`src/rtl/ks_step45_sum.sv`:
```
// Distance-8 and distance-16 Kogge-Stone prefix stages of the 25-bit mantissa
// adder, followed by sum/carry-out formation. Two registered stages, global stall.
module ks_step45_sum (
  input  logic        clock,
  input  logic        resetn,
  input  logic        enable,
  input  logic        in_valid,
  input  logic [24:0] G3,
  input  logic [24:0] P3,
  input  logic [24:0] P0,
  input  logic [24:0] in_GG,
  input  logic        in_sign,
  output logic [24:0] out_sum,
  output logic        out_cout,
  output logic        out_sign,
  output logic        out_valid
);

  // Valid semantics: in_valid qualifies the bundle sampled on an edge with
  // enable=1; out_valid qualifies the registered outputs. There is no ready:
  // enable=0 freezes both stages (data and valid bits) for the whole pipe.

  // Stage A: complete prefixes for bits 15:0, span-16 groups for bits 24:16
  logic [15:0]  gga_d, gga_q;
  logic [24:16] ga_d, ga_q;
  logic [24:16] pa_d, pa_q;
  logic [24:0]  p0a_q;
  logic         sign_a_q, valid_a_q;

  always_comb begin
    gga_d[7:0]  = in_GG[7:0];
    gga_d[15:8] = G3[15:8] | (P3[15:8] & in_GG[7:0]);
    ga_d        = G3[24:16] | (P3[24:16] & G3[16:8]);
    pa_d        = P3[24:16] & P3[16:8];
  end

  always_ff @(posedge clock or negedge resetn) begin
    if (!resetn) begin
      gga_q     <= '0;
      ga_q      <= '0;
      pa_q      <= '0;
      p0a_q     <= '0;
      sign_a_q  <= 1'b0;
      valid_a_q <= 1'b0;
    end else if (enable) begin
      gga_q     <= gga_d;
      ga_q      <= ga_d;
      pa_q      <= pa_d;
      p0a_q     <= P0;
      sign_a_q  <= in_sign;
      valid_a_q <= in_valid;
    end
  end

  // Stage B: finish the carry prefix; bit i's carry-in is the prefix of bit i-1
  logic [24:0] ggb;
  logic [24:0] sum_d;

  always_comb begin
    ggb   = {ga_q | (pa_q & gga_q[8:0]), gga_q};
    sum_d = {p0a_q[24:1] ^ ggb[23:0], p0a_q[0]};
  end

  always_ff @(posedge clock or negedge resetn) begin
    if (!resetn) begin
      out_sum   <= '0;
      out_cout  <= 1'b0;
      out_sign  <= 1'b0;
      out_valid <= 1'b0;
    end else if (enable) begin
      out_sum   <= sum_d;
      out_cout  <= ggb[24];
      out_sign  <= sign_a_q;
      out_valid <= valid_a_q;
    end
  end

  // Input bits that are don't-care at this stage
  logic unused_bits;
  assign unused_bits = ^{G3[7:0], P3[7:0], in_GG[24:8]};

endmodule

```
`config.mk`:
```
export PLATFORM = sky130hd
export DESIGN_NAME = ks_step45_sum
export DESIGN_NICKNAME = d
export VERILOG_FILES = /design/src/rtl/ks_step45_sum.sv
export SDC_FILE = /design/constraint.sdc
export NUM_CORES = 1
export LEC_CHECK = 0
export BUFFER_PORTS_ARGS = -buffer_cell sky130_fd_sc_hd__buf_2
export CAP_MARGIN = 20
export CORE_AREA = 2 2 89 91
export CTS_BUF_LIST = sky130_fd_sc_hd__clkbuf_8
export DETAILED_ROUTE_END_ITERATION = 8
export DIE_AREA = 0 0 91 93
export GPL_TIMING_DRIVEN = 0
export PLACE_DENSITY = 0.86
export SYNTH_ARGS = -nofsm -noshare
export SYNTH_HDL_FRONTEND = slang
export SYNTH_SLANG_ARGS = --single-unit
```
`constraint.sdc`:
```
create_clock -name clock -period 1.4 [get_ports clock]
set_clock_uncertainty 0.15 [all_clocks]
set_input_delay 0 -clock clock [delete_from_list [all_inputs] [get_ports clock]]
set_output_delay 0 -clock clock [all_outputs]
set_load 0.005 [all_outputs]
```
After elaboration in Yosys (flattened, before gate mapping)
Cells that the tools add are included.
{"block": "op_classes", "bitwise_logic": 8}
{"op": "9-bit bitwise AND", "count": 3}
{"op": "24-bit XOR", "count": 1}
{"op": "9-bit OR", "count": 2}
{"op": "8-bit bitwise AND", "count": 1}
{"op": "8-bit OR", "count": 1}
{"block": "word_totals", "reg_bits": 89, "inputBits": 105, "output_inout_bits": 28, "word_cells": 18}

Depth between registers and ports, before layout
Gate-level depths: netlist of run 1.
{"block": "depth", "depth_word": 3, "mapped_depth": 5, "depth_no_buf": 3}

Worst setup path before layout of run 1
Ideal clock, no wire load.
{"block": "synth_timing", "kind": "register -> register", "startpoint": "register gga_q[0]", "endpoint": "register out_sum[17]", "setup_time_ps": 125, "arrival_time_ps": 856, "t_required_ps": 1125, "path_slack_ps": 269, "path_stages_with_launch": 4, "n_path_buf": 0, "path_cell_list": "dfrtp_1 a21oi_1 xnor2_1 mux2_2"}
{"block": "synth_between", "elab_chain_cells": 3}
{"item": "start: declaration", "line": "24", "text": "logic [15:0] gga_d, gga_q;"}
{"item": "start signal: assignment", "line": "46", "text": "gga_q <= gga_d;"}
{"item": "9-bit bitwise AND", "line": "60", "text": "ggb = {ga_q | (pa_q & gga_q[8:0]), gga_q};"}
{"item": "9-bit OR", "line": "60"}
{"item": "24-bit XOR", "line": "61", "text": "sum_d = {p0a_q[24:1] ^ ggb[23:0], p0a_q[0]};"}
{"item": "end signal: assignment", "line": "71", "text": "out_sum <= sum_d;"}
{"item": "end: declaration", "line": "13", "text": "output logic [24:0] out_sum,"}
No other way between the ends.
A chain may end at the register's enable or synchronous reset.

Worst setup path after layout of run 1
{"block": "layout_timing", "startpoint": "input G3[13]", "endpoint": "register ga_q[21] (netlist bit)"}
{"block": "layout_between", "elab_chain_cells": 2}
{"item": "start: declaration", "line": "8", "text": "input logic [24:0] G3,"}
{"item": "9-bit bitwise AND", "line": "33", "text": "ga_d = G3[24:16] | (P3[24:16] & G3[16:8]);"}
{"item": "9-bit OR", "line": "33"}
{"item": "end signal: assignment", "line": "47", "text": "ga_q <= ga_d;"}
{"item": "end: declaration", "line": "25", "text": "logic [24:16] ga_d, ga_q;"}
No other way between the ends.

==> metrics.cfg, run 1 <==
[sta]
period_share_pct = 96.9
setup_viol = 0
worst-slew-pin-transition_ns = 0.365
fin_ws_ns = 0.0431
maxSlewHeadroom_pct = 75.7
timing.final.max_slew_violations = 0
worst_hold_slack_ns = -0.116
min_period_ns = 1.36
hold_viol = 12
fmax_ghz = 0.737
rsz0062_at_grt = no

[synth]
ys_async_sr_fraction_pct = 100
synth_edf_count = 0
yosys_register_bits = 89
yosys_warnings = 0
synth_common_cells = dfrtp_1, a21oi_1, mux2_2
synthSimpleGateAreaFrac_pct = 4.68
synth.most_common_cell = dfrtp_1
synth_seq_area_share_pct = 60.3
syn_nets = 400
synth_top_cell_by_area = dfrtp_1
synth-compound-area-share_pct = 9.35
synth_top_family_by_area = multiplexers
synth_cell_types = 12
synthXorXnorAreaFrac_pct = 5.69
synthAdderAreaFrac_pct = 0
netlist_top_cells_area = dfrtp_1, mux2_2, a21oi_1, xnor2_1, nor2_1
synthFlopType = dfrtp_1
synth_area_per_cell_um2 = 12.5
syn_area_um2 = 3690
synth_top_area_share_pct = 60.3
syn-instance-count = 295
muxShareOfSynthArea_pct = 14.0

[finish]
area_growth_pct = 46.0
n_fill_cell = 541
multi_input_area_um2 = 1250
regArea_um2 = 2230
nets = 594
fin_util_pct = 71.6
n_antenna_cell = 0
drive_above_1_share_pct = 35.6

[placed_design]
routabilityCongestion = 0.830
place_hpwl_um = 5960
io_buffers = 98
post-place-ws_ns = 0.176

[clock_network]
tritoncts = done
clock_latency_ns = 0.36
cts_sinks = 89
cts_made_buffers = 9
cts.path.max_buffers = 2
clk_pin_slew_worst_paths_ns = 0.09
post_cts_buffers = 0
htree_levels = 3
root_buffer = clkbuf_8

[global_route]
grt_usage_pct = 26.6
antenna_found_initial = 0
grt_max_degree = 78
grt_pass1_wl_um = 16800
grt_pass1_vias = 3294
grt_overflow_total = 0

[setup_path]
worstSetupPathType = input pin to register
startpoint_type = input pin
path_max_fanout = 2
worstPathRequired_ns = 1.48
crit_path_end_kind = register
worstPathArrival_ns = 1.44

[route]
route.detailed.drc = 0
totalWireLength_um = 10600
antenna_left = 0
firstDrtPassIters = 4
viasPerCell = 5.12
dr_total_vias = 3050
dr.first_iter.drc_count = 216
wl_per_cell_um = 17.7

[die]
start_util_pct = 49.1
rows = 32
die_area_um2 = 8460
fp.dieW_um = 91
die_h_um = 93
io_pins = 133
core_area_um2 = 7530

[power]
leakage_nw = 2.39
power_mw = 6.15
ir_worst_vdd_v = 0.000705
power_density_nw_per_um2 = 1140

[outcome]
failed_checks = negative hold slack
status = complete, but fails checks

[job]
drv_cap = 0

[min_path]
hold_class = input pin to asynchronous set/reset pin

[per-stage QoR]
step	instance area [µm²]	TNS (ns)	cells
detailed placement	4340	0	496
CTS	5400	0	597
global route	5390	0	596
global placement	4310	-44.65	495
finish	5390	0	596
floorplan	3690	0	295
[layout by cell type, fill, tap and decap left out, drive strengths merged]
| cell | Yosys | layout |
|---|---|---|
| clkinvlp | 0 | 1 |
| mux2 | 46 | 46 |
| a21oi | 60 | 60 |
| nand3 | 9 | 9 |
| clkinv | 0 | 2 |
| inv | 9 | 10 |
| buf | 12 | 111 |
| nor2 | 34 | 34 |
| o21ai | 9 | 9 |
| clkbuf | 3 | 14 |
| bufinv | 0 | 1 |
| dlygate4sd3 | 0 | 84 |
| xnor2 | 24 | 24 |
| dfrtp | 89 | 89 |
[timing repair]
action                                  CTS  global route
hold endpoints to repair                166            13
endpoints found under the setup margin    0            14
resized for setup                         0             1
hold buffers                             85             1
[power breakdown]
group | internal [mW] | total [mW] | leakage [nW] | switching (mW)
clock network | 0.917 | 1.84 | 0.107 | 0.924
registers | 2.90 | 3.12 | 1.02 | 0.221
logic | 0.692 | 1.19 | 1.26 | 0.501
total | 4.50 | 6.15 | 2.39 | 1.65
[worst max-delay path, stage by stage]
cell           delay, ns
dlygate4sd3_1       0.54
buf_2               0.14
a21oi_1             0.13
dlygate4sd3_1       0.56
a21oi_1             0.07
[layout make-up]
type / count / area share [%]
inverters: 9 / 0.627
flip-flops and latches: 89 / 41.3
well taps: 102 / 2.37
multi-input cells: 182 / 23.2
clock buffers: 11 / 2.81
clock inverters: 5 / 1.02
repair buffers: 183 / 25.2
plain buffers: 15 / 3.43
[sequential cells by signal, indices dropped and copies added, names as in the netlist]
name / cells
out_sign: 1
valid_a_q: 1
ga_q: 9
gga_q: 16
pa_q: 9
out_cout: 1
sign_a_q: 1
p0a_q: 25
out_valid: 1
out_sum: 25
[path summary, 6_finish.rpt]
kind / startpoint / to / slack, ns / depth (start not counted)
setup / recovery: G3[13] / ga_q[21]$_DFFE_PN0P_ / 0.04 / 5
hold / removal: resetn / out_valid$_DFFE_PN0P_ / -0.12 / 2
setup reg to reg: gga_q[5]$_DFFE_PN0P_ / out_sum[22]$_DFFE_PN0P_ / 0.14 / 3
hold reg to reg: out_sum[0]$_DFFE_PN0P_ / out_sum[0]$_DFFE_PN0P_ / 0.36 / 1
max in group asynchronous: resetn / p0a_q[20]$_DFFE_PN0P_ / 0.60 / 3
min in group clock: enable / out_sum[7]$_DFFE_PN0P_ / 0 / 5
[cells by family (layout without fill, tap and decap cells)]
| logic type | after synthesis | after routing |
|---|---|---|
| compound gates | 69 | 69 |
| mux | 46 | 46 |
| xor+xnor | 24 | 24 |
| buf+inv | 24 | 223 |
| flops | 89 | 89 |
| simple gates | 43 | 43 |
[layer usage]
| metal | global-route usage [%] | wire (µm) |
|---|---|---|
| met5 | 0 | 0 |
| met4 | 14.3 | 364 |
| met3 | 4.27 | 510 |
| met2 | 47.2 | 5650 |
| met1 | 31.1 | 4040 |
Note: power is estimated with default switching activity, not from simulation.
==> run 2, diff against run 1 <==
--- a/config.mk
+++ b/config.mk
@@ -13,6 +13,7 @@
 export DIE_AREA = 0 0 91 93
 export GPL_TIMING_DRIVEN = 0
 export PLACE_DENSITY = 0.86
+export RECOVER_POWER = 50
 export SYNTH_ARGS = -nofsm -noshare
 export SYNTH_HDL_FRONTEND = slang
 export SYNTH_SLANG_ARGS = --single-unit
==> constraint.sdc (replaced) <==
create_clock -name clock -period 1.5 [get_ports clock]
set_clock_uncertainty 0.15 [all_clocks]
set_input_delay 0 -clock clock [delete_from_list [all_inputs] [get_ports clock]]
set_output_delay 0 -clock clock [all_outputs]
set_load 0.005 [all_outputs]
==> run 2 against run 1 <==
  * Synthesized area did not move
  * The run now fails in 4_1_cts
  * Synthesized cell count did not move
==> metrics.cfg, run 2 <==
[synth]
syn_nets = 400  ; unchanged
synth_top_cell_by_area = dfrtp_1
synth_common_cells = dfrtp_1, a21oi_1, mux2_2
synthXorXnorAreaFrac_pct = 5.69  ; unchanged
synth_seq_area_share_pct = 60.3  ; unchanged
synthFlopType = dfrtp_1
synth-compound-area-share_pct = 9.35  ; unchanged
synth_top_family_by_area = multiplexers
synth_area_per_cell_um2 = 12.5  ; unchanged
syn-instance-count = 295  ; unchanged
yosys_register_bits = 89  ; unchanged
syn_area_um2 = 3690  ; unchanged
yosys_warnings = 0  ; unchanged
ys_async_sr_fraction_pct = 100  ; unchanged
synth_top_area_share_pct = 60.3  ; unchanged
synth_edf_count = 0  ; unchanged
synthSimpleGateAreaFrac_pct = 4.68  ; unchanged
netlist_top_cells_area = dfrtp_1, mux2_2, a21oi_1, xnor2_1, nor2_1
muxShareOfSynthArea_pct = 14.0  ; unchanged
synth.most_common_cell = dfrtp_1
synth_cell_types = 12  ; unchanged
synthAdderAreaFrac_pct = 0  ; unchanged

[clock_network]
post_cts_buffers = 0  ; unchanged
cts_made_buffers = 9  ; unchanged
htree_levels = 3  ; unchanged
holdBufCountCts = 103  ; +21%
cts.path.max_buffers = 2  ; unchanged
root_buffer = clkbuf_8
cts_sinks = 89  ; unchanged
cts_resized = 0  ; unchanged

[outcome]
stop_stage = 4_1_cts
status = aborted with a tool error
stop_error = [ERROR RSZ-0060] Max buffer count reached.

[placed_design]
routabilityCongestion = 0.830  ; unchanged
io_buffers = 98  ; unchanged
place_hpwl_um = 5960  ; unchanged

[die]
die_h_um = 93  ; unchanged
rows = 32  ; unchanged
io_pins = 133  ; unchanged
start_util_pct = 49.1  ; unchanged
fp.dieW_um = 91  ; unchanged

run 2: cell counts after synthesis:
No cell type changed its count.
run 2: cells by family after synthesis:
| family | Yosys count |
|---|---|
| flip-flops | 89 |
| multiplexers | 46 |
| XOR/XNOR | 24 |
| buffers and inverters | 24 |
| AND/OR/NAND/NOR | 43 |
| AO/OA/AOI/OAI | 69 |
run 2: through the flow:
step / setup WS, ns / instance area (µm²) / std cells
detailed placement: 0.276 / 4340 / 496
global placement: -0.407 / 4310 / 495
floorplan: 0.369 / 3690 / 295
==> run 3, diff against run 2 <==
--- a/config.mk
+++ b/config.mk
@@ -7,12 +7,11 @@
 export LEC_CHECK = 0
 export BUFFER_PORTS_ARGS = -buffer_cell sky130_fd_sc_hd__buf_2
 export CAP_MARGIN = 20
-export CORE_AREA = 2 2 89 91
-export CTS_BUF_LIST = sky130_fd_sc_hd__clkbuf_8
+export CORE_AREA = 2 2 100 102
 export DETAILED_ROUTE_END_ITERATION = 8
-export DIE_AREA = 0 0 91 93
+export DIE_AREA = 0 0 102 104
 export GPL_TIMING_DRIVEN = 0
-export PLACE_DENSITY = 0.86
+export PLACE_DENSITY_LB_ADDON = 0.15
 export RECOVER_POWER = 50
 export SYNTH_ARGS = -nofsm -noshare
 export SYNTH_HDL_FRONTEND = slang
==> run 3 against run 2 <==
  * Synthesized area is the same
  * The run again fails in 4_1_cts
  * Synthesized cell count unchanged
==> metrics.cfg, run 3 <==
[die]
io_pins = 133  ; unchanged
rows = 36  ; +13%
fp.dieW_um = 102  ; +12%
start_util_pct = 38.7  ; -10 points
die_h_um = 104  ; +12%

[clock_network]
cts_made_buffers = 9  ; unchanged
cts_sinks = 89  ; unchanged
cts.path.max_buffers = 2  ; unchanged
htree_levels = 3  ; unchanged
root_buffer = clkbuf_8
cts_resized = 0  ; unchanged
holdBufCountCts = 109  ; +5.8%
post_cts_buffers = 0  ; unchanged

[synth]
yosys_register_bits = 89  ; unchanged
syn_area_um2 = 3690  ; unchanged
synth_edf_count = 0  ; unchanged
synthXorXnorAreaFrac_pct = 5.69  ; unchanged
synth-compound-area-share_pct = 9.35  ; unchanged
synth_cell_types = 12  ; unchanged
synthFlopType = dfrtp_1
synth_top_family_by_area = multiplexers
ys_async_sr_fraction_pct = 100  ; unchanged
syn-instance-count = 295  ; unchanged
syn_nets = 400  ; unchanged
synth_seq_area_share_pct = 60.3  ; unchanged
synthSimpleGateAreaFrac_pct = 4.68  ; unchanged
synth_area_per_cell_um2 = 12.5  ; unchanged
synthAdderAreaFrac_pct = 0  ; unchanged
synth_top_cell_by_area = dfrtp_1
yosys_warnings = 0  ; unchanged
netlist_top_cells_area = dfrtp_1, mux2_2, a21oi_1, xnor2_1, nor2_1
synth.most_common_cell = dfrtp_1
synth_common_cells = dfrtp_1, a21oi_1, mux2_2
muxShareOfSynthArea_pct = 14.0  ; unchanged
synth_top_area_share_pct = 60.3  ; unchanged

[placed_design]
place_hpwl_um = 6020  ; +0.94%
io_buffers = 98  ; unchanged
dp_cells = 527  ; +6.3%
routabilityCongestion = 0.741  ; -11%

[outcome]
stop_error = [ERROR RSZ-0060] Max buffer count reached.
stop_stage = 4_1_cts
status = aborted with a tool error

## run 3: cell counts after synthesis
Identical to the previous run, type by type.
## run 3: cells by family after synthesis
family | Yosys count
AND/OR/NAND/NOR | 43
AO/OA/AOI/OAI | 69
multiplexers | 46
buffers and inverters | 24
flip-flops | 89
XOR/XNOR | 24
## run 3: stage by stage
stage	setup slack (ns)	cell area [µm²]	hold slack [ns]	TNS [ns]
2_1_floorplan	0.369	3690	-0.446	0
3_3_place_gp	-0.575	4350	0.0819	-50.55
3_5_place_dp	0.249	4380	-0.152	0
